<file path="src/rtl/tdm_pkg.sv">
// Shared constants, FSM state type and anode helper for the seven-segment capture path.
// Purely declarative; no latency or flow-control behaviour of its own.
package tdm_pkg;

    localparam int N_DIGITS = 8;
    localparam int SEG_W    = 7;
    localparam logic [SEG_W-1:0]    SEG_BLANK = 7'h7F;
    localparam logic [N_DIGITS-1:0] AN_IDLE   = 8'hFF;

    typedef enum logic {
        SETTLE = 1'b0,
        HOLD   = 1'b1
    } state_t;

    function automatic int unsigned count_low(input logic [N_DIGITS-1:0] an_word);
        int unsigned n;
        n = 0;
        for (int i = 0; i < N_DIGITS; i++) begin
            if (!an_word[i]) n++;
        end
        return n;
    endfunction

endpackage

</file>
<file path="src/rtl/tdm_capture_sync_stable.sv">
// Two-flop synchronizer plus stability filter; accept strobes once per settled word.
// Latency: word constant from edge k strobes accept for edge k+STABLE_CYCLES+2; no backpressure.
module sync_stable
    import tdm_pkg::*;
#(
    parameter int              W             = 15,
    parameter int              STABLE_CYCLES = 16,
    parameter logic [W-1:0]    RST_VAL       = '1
) (
    input  logic         clk,
    input  logic         rst_n,
    input  logic [W-1:0] din,
    output logic [W-1:0] dout,
    output logic         accept
);

    localparam int CW = (STABLE_CYCLES > 2) ? $clog2(STABLE_CYCLES) : 1;
    localparam logic [CW-1:0] CNT_LAST = CW'(STABLE_CYCLES - 1);

    logic [W-1:0]  sync1, sync2, prev;
    logic [CW-1:0] cnt, cnt_nxt;
    state_t        state, state_nxt;
    logic          same;

    assign same = (sync2 == prev);
    assign dout = sync2;

    always_ff @(posedge clk or negedge rst_n) begin
        if (!rst_n) begin
            sync1 <= RST_VAL;
            sync2 <= RST_VAL;
            prev  <= RST_VAL;
            state <= SETTLE;
            cnt   <= '0;
        end else begin
            sync1 <= din;
            sync2 <= sync1;
            prev  <= sync2;
            state <= state_nxt;
            cnt   <= cnt_nxt;
        end
    end

    // Any change, even a single-cycle glitch, throws away the count so far.
    always_comb begin
        state_nxt = state;
        cnt_nxt   = cnt;
        if (!same) begin
            state_nxt = SETTLE;
            cnt_nxt   = '0;
        end else begin
            case (state)
                SETTLE: begin
                    if (cnt == CNT_LAST) state_nxt = HOLD;
                    else                 cnt_nxt   = cnt + CW'(1);
                end
                default: ;
            endcase
        end
    end

    always_comb begin
        accept = (state == SETTLE) && same && (cnt == CNT_LAST);
    end

endmodule

</file>
<file path="src/rtl/tdm_capture.sv">
// Rebuilds eight per-digit segment patterns from multiplexed anode/segment pins.
// Latency: STABLE_CYCLES+2 clocks from first stable sample to DIG write; no backpressure.
module tdm_capture
    import tdm_pkg::*;
#(
    parameter int STABLE_CYCLES  = 16,
    parameter int TIMEOUT_CYCLES = 400000
) (
    input  logic                CLK100MHZ,
    input  logic                reset_n,
    input  logic [N_DIGITS-1:0] an,
    input  logic [SEG_W-1:0]    seg,
    output logic [SEG_W-1:0]    DIG0,
    output logic [SEG_W-1:0]    DIG1,
    output logic [SEG_W-1:0]    DIG2,
    output logic [SEG_W-1:0]    DIG3,
    output logic [SEG_W-1:0]    DIG4,
    output logic [SEG_W-1:0]    DIG5,
    output logic [SEG_W-1:0]    DIG6,
    output logic [SEG_W-1:0]    DIG7,
    output logic                frame_done,
    output logic                valid,
    output logic                stale,
    output logic                err_multi
);

    localparam int WW = N_DIGITS + SEG_W;
    localparam int TW = $clog2(TIMEOUT_CYCLES + 1);
    localparam logic [TW-1:0] T_MAX = TW'(TIMEOUT_CYCLES);

    logic [WW-1:0]       word;
    logic                accept;
    logic [N_DIGITS-1:0] word_an;
    logic [SEG_W-1:0]    word_seg;
    logic [3:0]          n_low;
    logic [2:0]          wr_idx;
    logic                wr_en, multi_en, frame_hit;
    logic [SEG_W-1:0]    dig_q [N_DIGITS];
    logic [N_DIGITS-1:0] seen;
    logic [TW-1:0]       tcnt;

    sync_stable #(
        .W             (WW),
        .STABLE_CYCLES (STABLE_CYCLES),
        .RST_VAL       ({AN_IDLE, SEG_BLANK})
    ) u_sync (
        .clk    (CLK100MHZ),
        .rst_n  (reset_n),
        .din    ({an, seg}),
        .dout   (word),
        .accept (accept)
    );

    assign word_an  = word[WW-1:SEG_W];
    assign word_seg = word[SEG_W-1:0];
    assign n_low    = 4'(count_low(word_an));

    always_comb begin
        wr_idx = '0;
        for (int i = 0; i < N_DIGITS; i++) begin
            if (!word_an[i]) wr_idx = 3'(i);
        end
    end

    assign wr_en     = accept && (n_low == 4'd1);
    assign multi_en  = accept && (n_low > 4'd1);
    // Frame completes only on the digit-7 write; order of the other digits is irrelevant.
    assign frame_hit = wr_en && (wr_idx == 3'd7) && (&seen[N_DIGITS-2:0]);

    always_ff @(posedge CLK100MHZ or negedge reset_n) begin
        if (!reset_n) begin
            for (int i = 0; i < N_DIGITS; i++) dig_q[i] <= SEG_BLANK;
            seen       <= '0;
            frame_done <= 1'b0;
            valid      <= 1'b0;
            err_multi  <= 1'b0;
            tcnt       <= '0;
        end else begin
            frame_done <= frame_hit;
            if (wr_en) begin
                dig_q[wr_idx] <= word_seg;
                if (frame_hit) begin
                    seen  <= '0;
                    valid <= 1'b1;
                end else begin
                    seen[wr_idx] <= 1'b1;
                end
            end
            if (multi_en) err_multi <= 1'b1;
            if (wr_en)              tcnt <= '0;
            else if (tcnt != T_MAX) tcnt <= tcnt + TW'(1);
        end
    end

    assign stale = (tcnt == T_MAX);

    assign DIG0 = dig_q[0];
    assign DIG1 = dig_q[1];
    assign DIG2 = dig_q[2];
    assign DIG3 = dig_q[3];
    assign DIG4 = dig_q[4];
    assign DIG5 = dig_q[5];
    assign DIG6 = dig_q[6];
    assign DIG7 = dig_q[7];

endmodule

</file>
<file path="config.mk">
export PLATFORM = sky130hd
export DESIGN_NAME = tdm_capture
export DESIGN_NICKNAME = d
export VERILOG_FILES = /design/src/rtl/tdm_pkg.sv /design/src/rtl/tdm_capture_sync_stable.sv /design/src/rtl/tdm_capture.sv
export SDC_FILE = /design/constraint.sdc
export NUM_CORES = 1
export LEC_CHECK = 0
export ABC_AREA = 0
export CORE_UTILIZATION = 60
export CTS_BUF_LIST = sky130_fd_sc_hd__clkbuf_8
export DETAILED_ROUTE_END_ITERATION = 7
export GPL_ROUTABILITY_DRIVEN = 0
export PLACE_DENSITY = 0.89
export SYNTH_ARGS = -nofsm -noshare
export SYNTH_HDL_FRONTEND = slang
export SYNTH_SLANG_ARGS = --single-unit
</file>
<file path="constraint.sdc">
create_clock -name CLK100MHZ -period 12.15 [get_ports CLK100MHZ]
set_input_delay 2.43 -clock CLK100MHZ [delete_from_list [all_inputs] [get_ports CLK100MHZ]]
set_output_delay 2.43 -clock CLK100MHZ [all_outputs]
set_load 0.01 [all_outputs]
</file>
==> implementation parameters, run 1 <==
Parameter                              Value

Outcome
  Result of the run    completed

Clocking
  Root buffer cell    clkbuf_8
  Clock-pin slew on the worst setup and hold paths    0.08 ns
  Total CTS buffers    17
  Clock tree buffer depth    2
  Insertion delay to the later sink of the worst-skew pair    0.43 ns
  TritonCTS clock tree    done
  Hold-fix buffers at CTS    0
  Setup repair bufs after CTS    0
  Number of cells upsized or downsized after cts    0
  Number of clock sinks seen by CTS    135
  H-tree depth reported by CTS    4

Yosys
  Most used flip-flop cell after synthesis    dfstp_2
  Number of synthesized register bits    135
  Biggest area contributors in the synthesized netlist    dfstp_2, dfrtp_1, mux2_2
  Post-synth top area share    42.9%
  Synthesized Nets    495
  Adder-cell area share of the yosys netlist    approximately 2.2%
  Summed instance area of the synthesized netlist    6190 um2
  Dominant combinational cell family by area after synthesis    simple AND/OR/NAND/NOR gates
  Post-synth EDFFs    0
  Yosys cell types    65
  Post-synthesis share of cell area spent on and, or, nand and nor gates    13.1%
  Fraction of the yosys area taken by sequential cells    between 50% and 60%
  Async SR Flop Fraction    100%
  Largest area contributor in the netlist    dfstp_2
  Proportion of synthesized area in mux cells    12.8%
  Compound-gate portion of the synthesized area    4.26%
  Xor/xnor share of the synthesized area    under 10%
  Avg Synthesized Cell Area    ~13 um2
  Count of synthesis-stage warnings from yosys    0
  Synthesized instance count    467

Cells and area
  Number of nets in the layout    569
  Ratio of cells with drive above 1 in the final layout    38.3%
  Multi-input gate area in the final layout    roughly 2500 um2
  Diodes inserted    0
  Post-route cell area    7460 um2
  Most common cell after layout, fill and taps aside    dfstp_2
  Most used cells in the layout excluding fill and tap cells    dfstp_2, clkdlybuf4s50_1, nor2_1, mux2_2, dfrtp_1
  Layout fillers    583
  Sequential standard cell area    between 3000 and 4000 um2
  Layout-stage area growth over the synthesis result    20.5%

Pwr
  Combinational group share of total power    9.2%
  Net Switching    243 uW
  Tot Pwr    1.00 mW
  Proportion of total power due to net switching    around a quarter
  Static leakage    3.13 nW
  Power Dens Cells    approximately 130 nW/um2
  Internal power    ~760 uW
  Sequential fraction of design power    47.6%
  Max IR drop VDD    0.109 mV
  Clock network fraction of design power    43.2%

Placed design
  Minimum setup slack after placement    6.35 ns
  Total of buffers placed on input and output ports    between 70 and 80
  Total cell area at the placement stage    6990 um2
  Placed wire-length estimate after detailed placement    8.08 mm

Drt
  Number of iterations in the first detailed-routing pass    4
  DRC errors left    0
  Post-route antenna net violation count    0
  WL/cell    18.1 um
  Routed Wire Length    12.4 mm
  Vias per inst    5.61
  DRC marker count from the first detailed-route iteration    181
  Count of vias placed by the detailed router    3,852

Critical path
  Critical-path top delay cell    a2111oi_4
  Worst stage delay on the critical path    between 0.9 and 1 ns
  Worst path arrival time    6.16 ns
  Series of cell instances along the critical path    inv_1 -> ha_1 -> xnor2_4 -> ha_1 -> nor2b_1 -> or3_1 -> a32o_1 -> or2_2 -> inv_1 -> ha_1 -> nor2b_1 -> o21a_1 -> o21ai_0 -> mux2i_1 -> o221ai_1 -> or3_1 -> a2111oi_4 -> nor2_1
  Category of the worst setup path capture point    flop
  Worst setup SP type    flop
  WP buf/inv    2
  Critical setup path kind    flop to flop
  Critical-path maximum fanout    19
  Critical path data required time    12.40 ns
  Family of cells with the greatest summed delay on the critical path    compound AO/OA/AOI/OAI gates
  CP dominant cell by count    ha_1

STA
  Min Clock Period, post-route    just under 6 ns
  Final hold violations    0
  Number of endpoints failing setup at the final stage    0
  Max-slew headroom    26.8%
  Final Worst Setup Slack    6.24 ns
  Unrepaired setup endpoints after global routing    false
  Setup tns final    0 ns
  Least-Margin Pin Slew    around 1.1 ns
  Fmax    0.169 GHz
  Worst Clk Skew    0.0130 ns
  Portion of the clock cycle consumed by the worst path in the final layout    48.7%
  Max Transition Viols Final    0

Die
  Die outline width    104 um
  Starting utilization of the core area    62.5%
  Die height    104 um
  Core ar.    9910 um2
  Area of the die    10,700 um2
  Site row count    36
  I/O pins    77

Global route
  Overall routing resource usage    25.0%
  Number of global-route vias before repair    4,010
  First-pass GRT wire length    20.8 mm
  Antenna violations before repair    0
  Pin count of the biggest net entering global routing    79
  Overflow after GRT    0

Hold path
  Path class of the lowest-slack min-delay path    flop to flop

Run
  Count of maximum capacitance violations    0
## power groups by stage
stage / clock [mW] / combinational, mW / sequential [mW]
finish: 0.432 / 0.0915 / 0.476
global route: 0.458 / 0.101 / 0.478
floorplan: 0 / 0.0709 / 0.474
detailed placement: 0 / 0.0900 / 0.483
global placement: 0 / 0.0865 / 0.482
CTS: 0.439 / 0.0913 / 0.476
## layer usage
layer	share of wire, %	wire [um]	GRT usage [%]
met1	43	5370	32.6
met2	49	6140	40.8
met3	5.3	661	5.85
met4	2.1	263	9.73
met5	0	0	0
## worst paths after layout
check / from / end / slack (ns) / cells past startpoint
setup / recovery: u_sync.dout[8]$_DFF_PN1_ / tcnt[10]$_DFFE_PN0P_ / 6.24 / 18
hold / removal: u_sync.sync1[7]$_DFF_PN1_ / u_sync.dout[7]$_DFF_PN1_ / 0.35 / 0
setup reg to reg: u_sync.dout[8]$_DFF_PN1_ / tcnt[10]$_DFFE_PN0P_ / 6.24 / 18
hold reg to reg: u_sync.sync1[7]$_DFF_PN1_ / u_sync.dout[7]$_DFF_PN1_ / 0.35 / 0
max in group asynchronous: reset_n / tcnt[15]$_DFFE_PN0P_ / 8.76 / 2
min in group asynchronous: reset_n / frame_done$_DFF_PN0_ / 2.06 / 1
## metrics by stage
stage / util, % / cells / hold WS (ns)
2_1_floorplan: - / 467 / 0.345
3_3_place_gp: 70.6 / 655 / 0.346
3_5_place_dp: 70.6 / 655 / 0.347
4_1_cts: 75.3 / 687 / 0.353
5_1_grt: 75.3 / 687 / 0.356
6_report: 75.3 / 687 / 0.353
## cell type report
type | instances | share of cell area, %
multi-input cells | 292 | 33.3
clock buffers | 18 | 3.32
repair buffers | 77 | 10.3
well taps | 133 | 2.23
flip-flops and latches | 135 | 47.0
inverters | 18 | 0.939
clock inverters | 14 | 2.97
## worst register-to-register path: cells and delay by family (launching register included)
kind	cells	cell delay, ns
multiplexers	1	0.22
XOR/XNOR	1	0.26
flip-flops	1	0.59
AND/OR/NAND/NOR	6	1.66
AO/OA/AOI/OAI	5	1.88
buffers and inverters	2	0.16
adder cells (fa/ha/maj)	3	0.94
## cells by family after synthesis
| logic type | after synthesis |
|---|---|
| muxes | 64 |
| DFF | 135 |
| AOI/OAI and AO/OA | 30 |
| and+or+nand+nor | 140 |
| xor gates and xnor gates | 47 |
| adders and majority gates | 11 |
| buffers and inverters | 40 |
## synth_stat cells (all sizes together), types with 2 or more instances
library cell and n:
dfrtp 34, a21oi 3, buf 16, nor3 7, nand2 14, or3 8
nor4 8, a2bb2oi 4, and2 2, or2 3, and3 6, and2b 2
o21ai 5, xnor2 24, xor2 22, clkbuf 6, inv 18, dfstp 101
nor4bb 2, nor3b 3, nand2b 4, ha 11, o22a 3, a211oi 3
nor2b 13, nor2 40, nand4 7, mux2i 8, mux2 56, nand3 13
nand3b 3
## registers in the layout, summed over array words and instances, names as in the netlist, 4 cells and up
name          flops
DIG0              7
u_sync.cnt        4
u_sync.prev      15
seen              7
DIG3              7
DIG7              7
DIG4              7
tcnt             19
DIG1              7
u_sync.sync1     15
DIG2              7
DIG6              7
u_sync.dout      15
DIG5              7
(Power assumes the default switching activity.)
==> inputs of run 2 (changes only) <==
--- a/config.mk
+++ b/config.mk
@@ -6,11 +6,11 @@
 export NUM_CORES = 1
 export LEC_CHECK = 0
 export ABC_AREA = 0
-export CORE_UTILIZATION = 60
+export CORE_UTILIZATION = 58
 export CTS_BUF_LIST = sky130_fd_sc_hd__clkbuf_8
 export DETAILED_ROUTE_END_ITERATION = 7
 export GPL_ROUTABILITY_DRIVEN = 0
-export PLACE_DENSITY = 0.89
+export PLACE_DENSITY = 0.87
 export SYNTH_ARGS = -nofsm -noshare
 export SYNTH_HDL_FRONTEND = slang
 export SYNTH_SLANG_ARGS = --single-unit
==> constraint.sdc (replaced) <==
create_clock -name CLK100MHZ -period 5.8 [get_ports CLK100MHZ]
set_input_delay 1.16 -clock CLK100MHZ [delete_from_list [all_inputs] [get_ports CLK100MHZ]]
set_output_delay 1.16 -clock CLK100MHZ [all_outputs]
set_load 0.01 [all_outputs]
==> run 2 against run 1 <==
  * First-iteration DRC count grew 54%
  * Total power grew 91%
  * Cell count grew 1.2%
  * Critical path depth shrank 1
  * Sequential power grew 110%
  * Die area grew 3.4%
  * Largest power group unchanged
  * Highest routed layer unchanged
==> implementation parameters, run 2 (synthesized netlist as in run 1, its figures left out) <==
Parameter                              Value

Die
  Area of the die    11,100 um2 (+3.4%)
  Die height    105 um (+1.7%)
  I/O pins    77 (unchanged)
  Core ar.    10,300 um2 (+4.2%)
  Starting utilization of the core area    60.0% (-2.5 points)
  Site row count    37 (+2.8%)
  Die outline width    105 um (+1.7%)

Critical path
  Critical setup path kind    flop to flop
  Worst Reg2Reg Path Length in Cells    17 (-1)
  Worst reg2reg setup slack    0.41 ns (-5.83 ns)
  Worst path arrival time    5.76 ns (-0.40 ns)
  Critical path data required time    6.17 ns (-6.23 ns)
  Worst flop-to-flop path endpoint    DIG3[3]$_DFFE_PN1P_
  Critical-path maximum fanout    8 (-11)
  Category of the worst setup path capture point    flop
  FF-to-FF Start    u_sync.dout[7]$_DFF_PN1_
  Worst setup SP type    flop

Pwr
  Sequential fraction of design power    52.1% (+4.5 points)
  Combinational group share of total power    10.1% (+0.9 points)
  Proportion of total power due to net switching    28.3% (+4.0 points)
  Power Dens Cells    258 nW/um2 (+93%)
  Tot Pwr    1.91 mW (+91%)
  Static leakage    3.10 nW (-0.82%)
  Net Switching    541 uW (+120%)
  Max IR drop VDD    0.181 mV (+66%)
  Internal power    1.37 mW (+81%)
  Clock network fraction of design power    37.7% (-5.5 points)

Cells and area
  Number of nets in the layout    574 (+0.88%)
  Diodes inserted    0 (unchanged)
  Number of flip-flops in the largest register    19 (unchanged)
  Layout fillers    659 (+13%)
  Register with the most flip-flops    tcnt
  Ratio of cells with drive above 1 in the final layout    39.0% (+0.73 points)
  Layout-stage area growth over the synthesis result    19.6%
  Most common cell after layout, fill and taps aside    dfstp_2
  Post-route cell area    7400 um2 (-0.79%)
  Most used cells in the layout excluding fill and tap cells    dfstp_2, clkdlybuf4s50_1, nor2_1, mux2_2, dfrtp_1

Drt
  Count of vias placed by the detailed router    3,846 (-0.16%)
  Post-route antenna net violation count    0 (unchanged)
  Number of iterations in the first detailed-routing pass    5 (+1)
  Vias per inst    5.53 (-1.3%)
  Routed Wire Length    12.1 mm (-2.5%)
  DRC errors left    0 (unchanged)
  DRC marker count from the first detailed-route iteration    278 (+54%)
  WL/cell    17.4 um (-3.7%)

Clocking
  Number of cells upsized or downsized after cts    0 (unchanged)
  Total CTS buffers    17 (unchanged)
  H-tree depth reported by CTS    4 (unchanged)
  Clock-pin slew on the worst setup and hold paths    0.09 ns (about the same)
  Clock tree buffer depth    2 (unchanged)
  Setup repair bufs after CTS    0 (unchanged)
  Insertion delay to the later sink of the worst-skew pair    0.44 ns (about the same)
  TritonCTS clock tree    done
  Number of clock sinks seen by CTS    135 (unchanged)
  Hold-fix buffers at CTS    0 (unchanged)
  Root buffer cell    clkbuf_8

STA
  Min Clock Period, post-route    5.39 ns (-0.522 ns)
  Number of endpoints failing setup at the final stage    0 (unchanged)
  Unrepaired setup endpoints after global routing    false
  Least-Margin Pin Slew    1.02 ns (-0.0810 ns)
  Final hold violations    0 (unchanged)
  Setup tns final    0 ns (unchanged)
  Worst Hold Margin    0.356 ns (+0.00333 ns)
  Portion of the clock cycle consumed by the worst path in the final layout    93.0% (+44 points)
  Max-slew headroom    32.2% (+5.4 points)
  Worst Clk Skew    0.0138 ns (+0.000834 ns)
  Fmax    0.185 GHz (+9.7%)
  Max Transition Viols Final    0 (unchanged)

Hold path
  Hold Path Depth    0 (unchanged)
  Launch instance of the worst min-delay path    u_sync.sync1[4]$_DFF_PN1_
  End of the worst hold path    u_sync.dout[4]$_DFF_PN1_
  Path class of the lowest-slack min-delay path    flop to flop

Global route
  First-pass GRT wire length    20.2 mm (-2.9%)
  Antenna violations before repair    0 (unchanged)
  Overall routing resource usage    23.7% (-1.3 points)
  Overflow after GRT    0 (unchanged)
  Number of global-route vias before repair    3,972 (-0.95%)
  Pin count of the biggest net entering global routing    88 (+11%)

Placed design
  Placed wire-length estimate after detailed placement    8.08 mm (about the same)
  Total cell area at the placement stage    7030 um2 (+0.59%)
  Total of buffers placed on input and output ports    76 (unchanged)

Outcome
  Result of the run    completed

Run
  Count of maximum capacitance violations    0 (unchanged)
run 2: changes by cell type in the layout (fill, tap and decap cells not counted):
cell	delta
clkinv_2	+1
clkbuf_8	-1
buf_4	+5
inv_1	-1
clkinvlp_4	+2
bufinv_16	-5
inv_8	+5
clkinv_4	-1
run 2: metal layers:
layer / wire (um) / GRT usage (%)
met1: 5350 / 31.2
met2: 5990 / 38.5
met3: 576 / 4.64
met4: 209 / 10.3
met5: 0 / 0
run 2: final cells by class:
cell class | instances | area [um2] | share of cell area, %
clock buffers | 17 | 234 | 3.16
clock inverters | 15 | 135 | 1.83
inverters | 18 | 70.1 | 0.946
repair buffers | 82 | 803 | 10.9
multi-input cells | 292 | 2490 | 33.6
flip-flops and latches | 135 | 3500 | 47.3
well taps | 136 | 170 | 2.30
run 2: how the worst max path moves through the flow:
stage | from | to | slack (ns) | cells after the start
4_1_cts | u_sync.dout[7]$_DFF_PN1_ | tcnt[12]$_DFFE_PN0P_ | 0.41 | 19
3_3_place_gp | u_sync.dout[7]$_DFF_PN1_ | tcnt[2]$_DFFE_PN0P_ | 0.58 | 19
6_report | u_sync.dout[7]$_DFF_PN1_ | DIG3[3]$_DFFE_PN1P_ | 0.41 | 17
2_1_floorplan | u_sync.dout[7]$_DFF_PN1_ | tcnt[10]$_DFFE_PN0P_ | 0.80 | 20
3_5_place_dp | u_sync.dout[7]$_DFF_PN1_ | tcnt[3]$_DFFE_PN0P_ | 0.49 | 19
5_1_grt | u_sync.dout[7]$_DFF_PN1_ | tcnt[12]$_DFFE_PN0P_ | 0.07 | 19
run 2: stage by stage:
step           utilization, %  std cells  setup slack (ns)
6_report                 71.7        695             0.408
5_1_grt                  71.7        695            0.0660
4_1_cts                  71.7        695             0.414
3_5_place_dp             68.1        663             0.493
3_3_place_gp             68.1        663             0.579
2_1_floorplan               -        467             0.800
run 2: power by group through the flow:
| stage | sequential (mW) | combinational, mW | clock [mW] |
|---|---|---|---|
| floorplan | 0.994 | 0.149 | 0 |
| global placement | 1.01 | 0.184 | 0 |
| detailed placement | 1.01 | 0.190 | 0 |
| CTS | 0.997 | 0.193 | 0.739 |
| global route | 1.00 | 0.211 | 0.783 |
| finish | 0.997 | 0.194 | 0.722 |
run 2: critical path, stage by stage (launching register included):
cell and delay [ns]:
dfstp_2 0.58, inv_1 0.08, ha_1 0.44, xnor2_4 0.26, ha_1 0.31, nor2b_1 0.15, or3_1 0.35, a32o_1 0.28
or2_2 0.33, inv_1 0.07, ha_1 0.22, nor2b_1 0.16, a41o_1 0.23, mux2i_1 0.33, nand3_2 0.20, or3_4 0.38
or3b_1 0.58, mux2_4 0.37
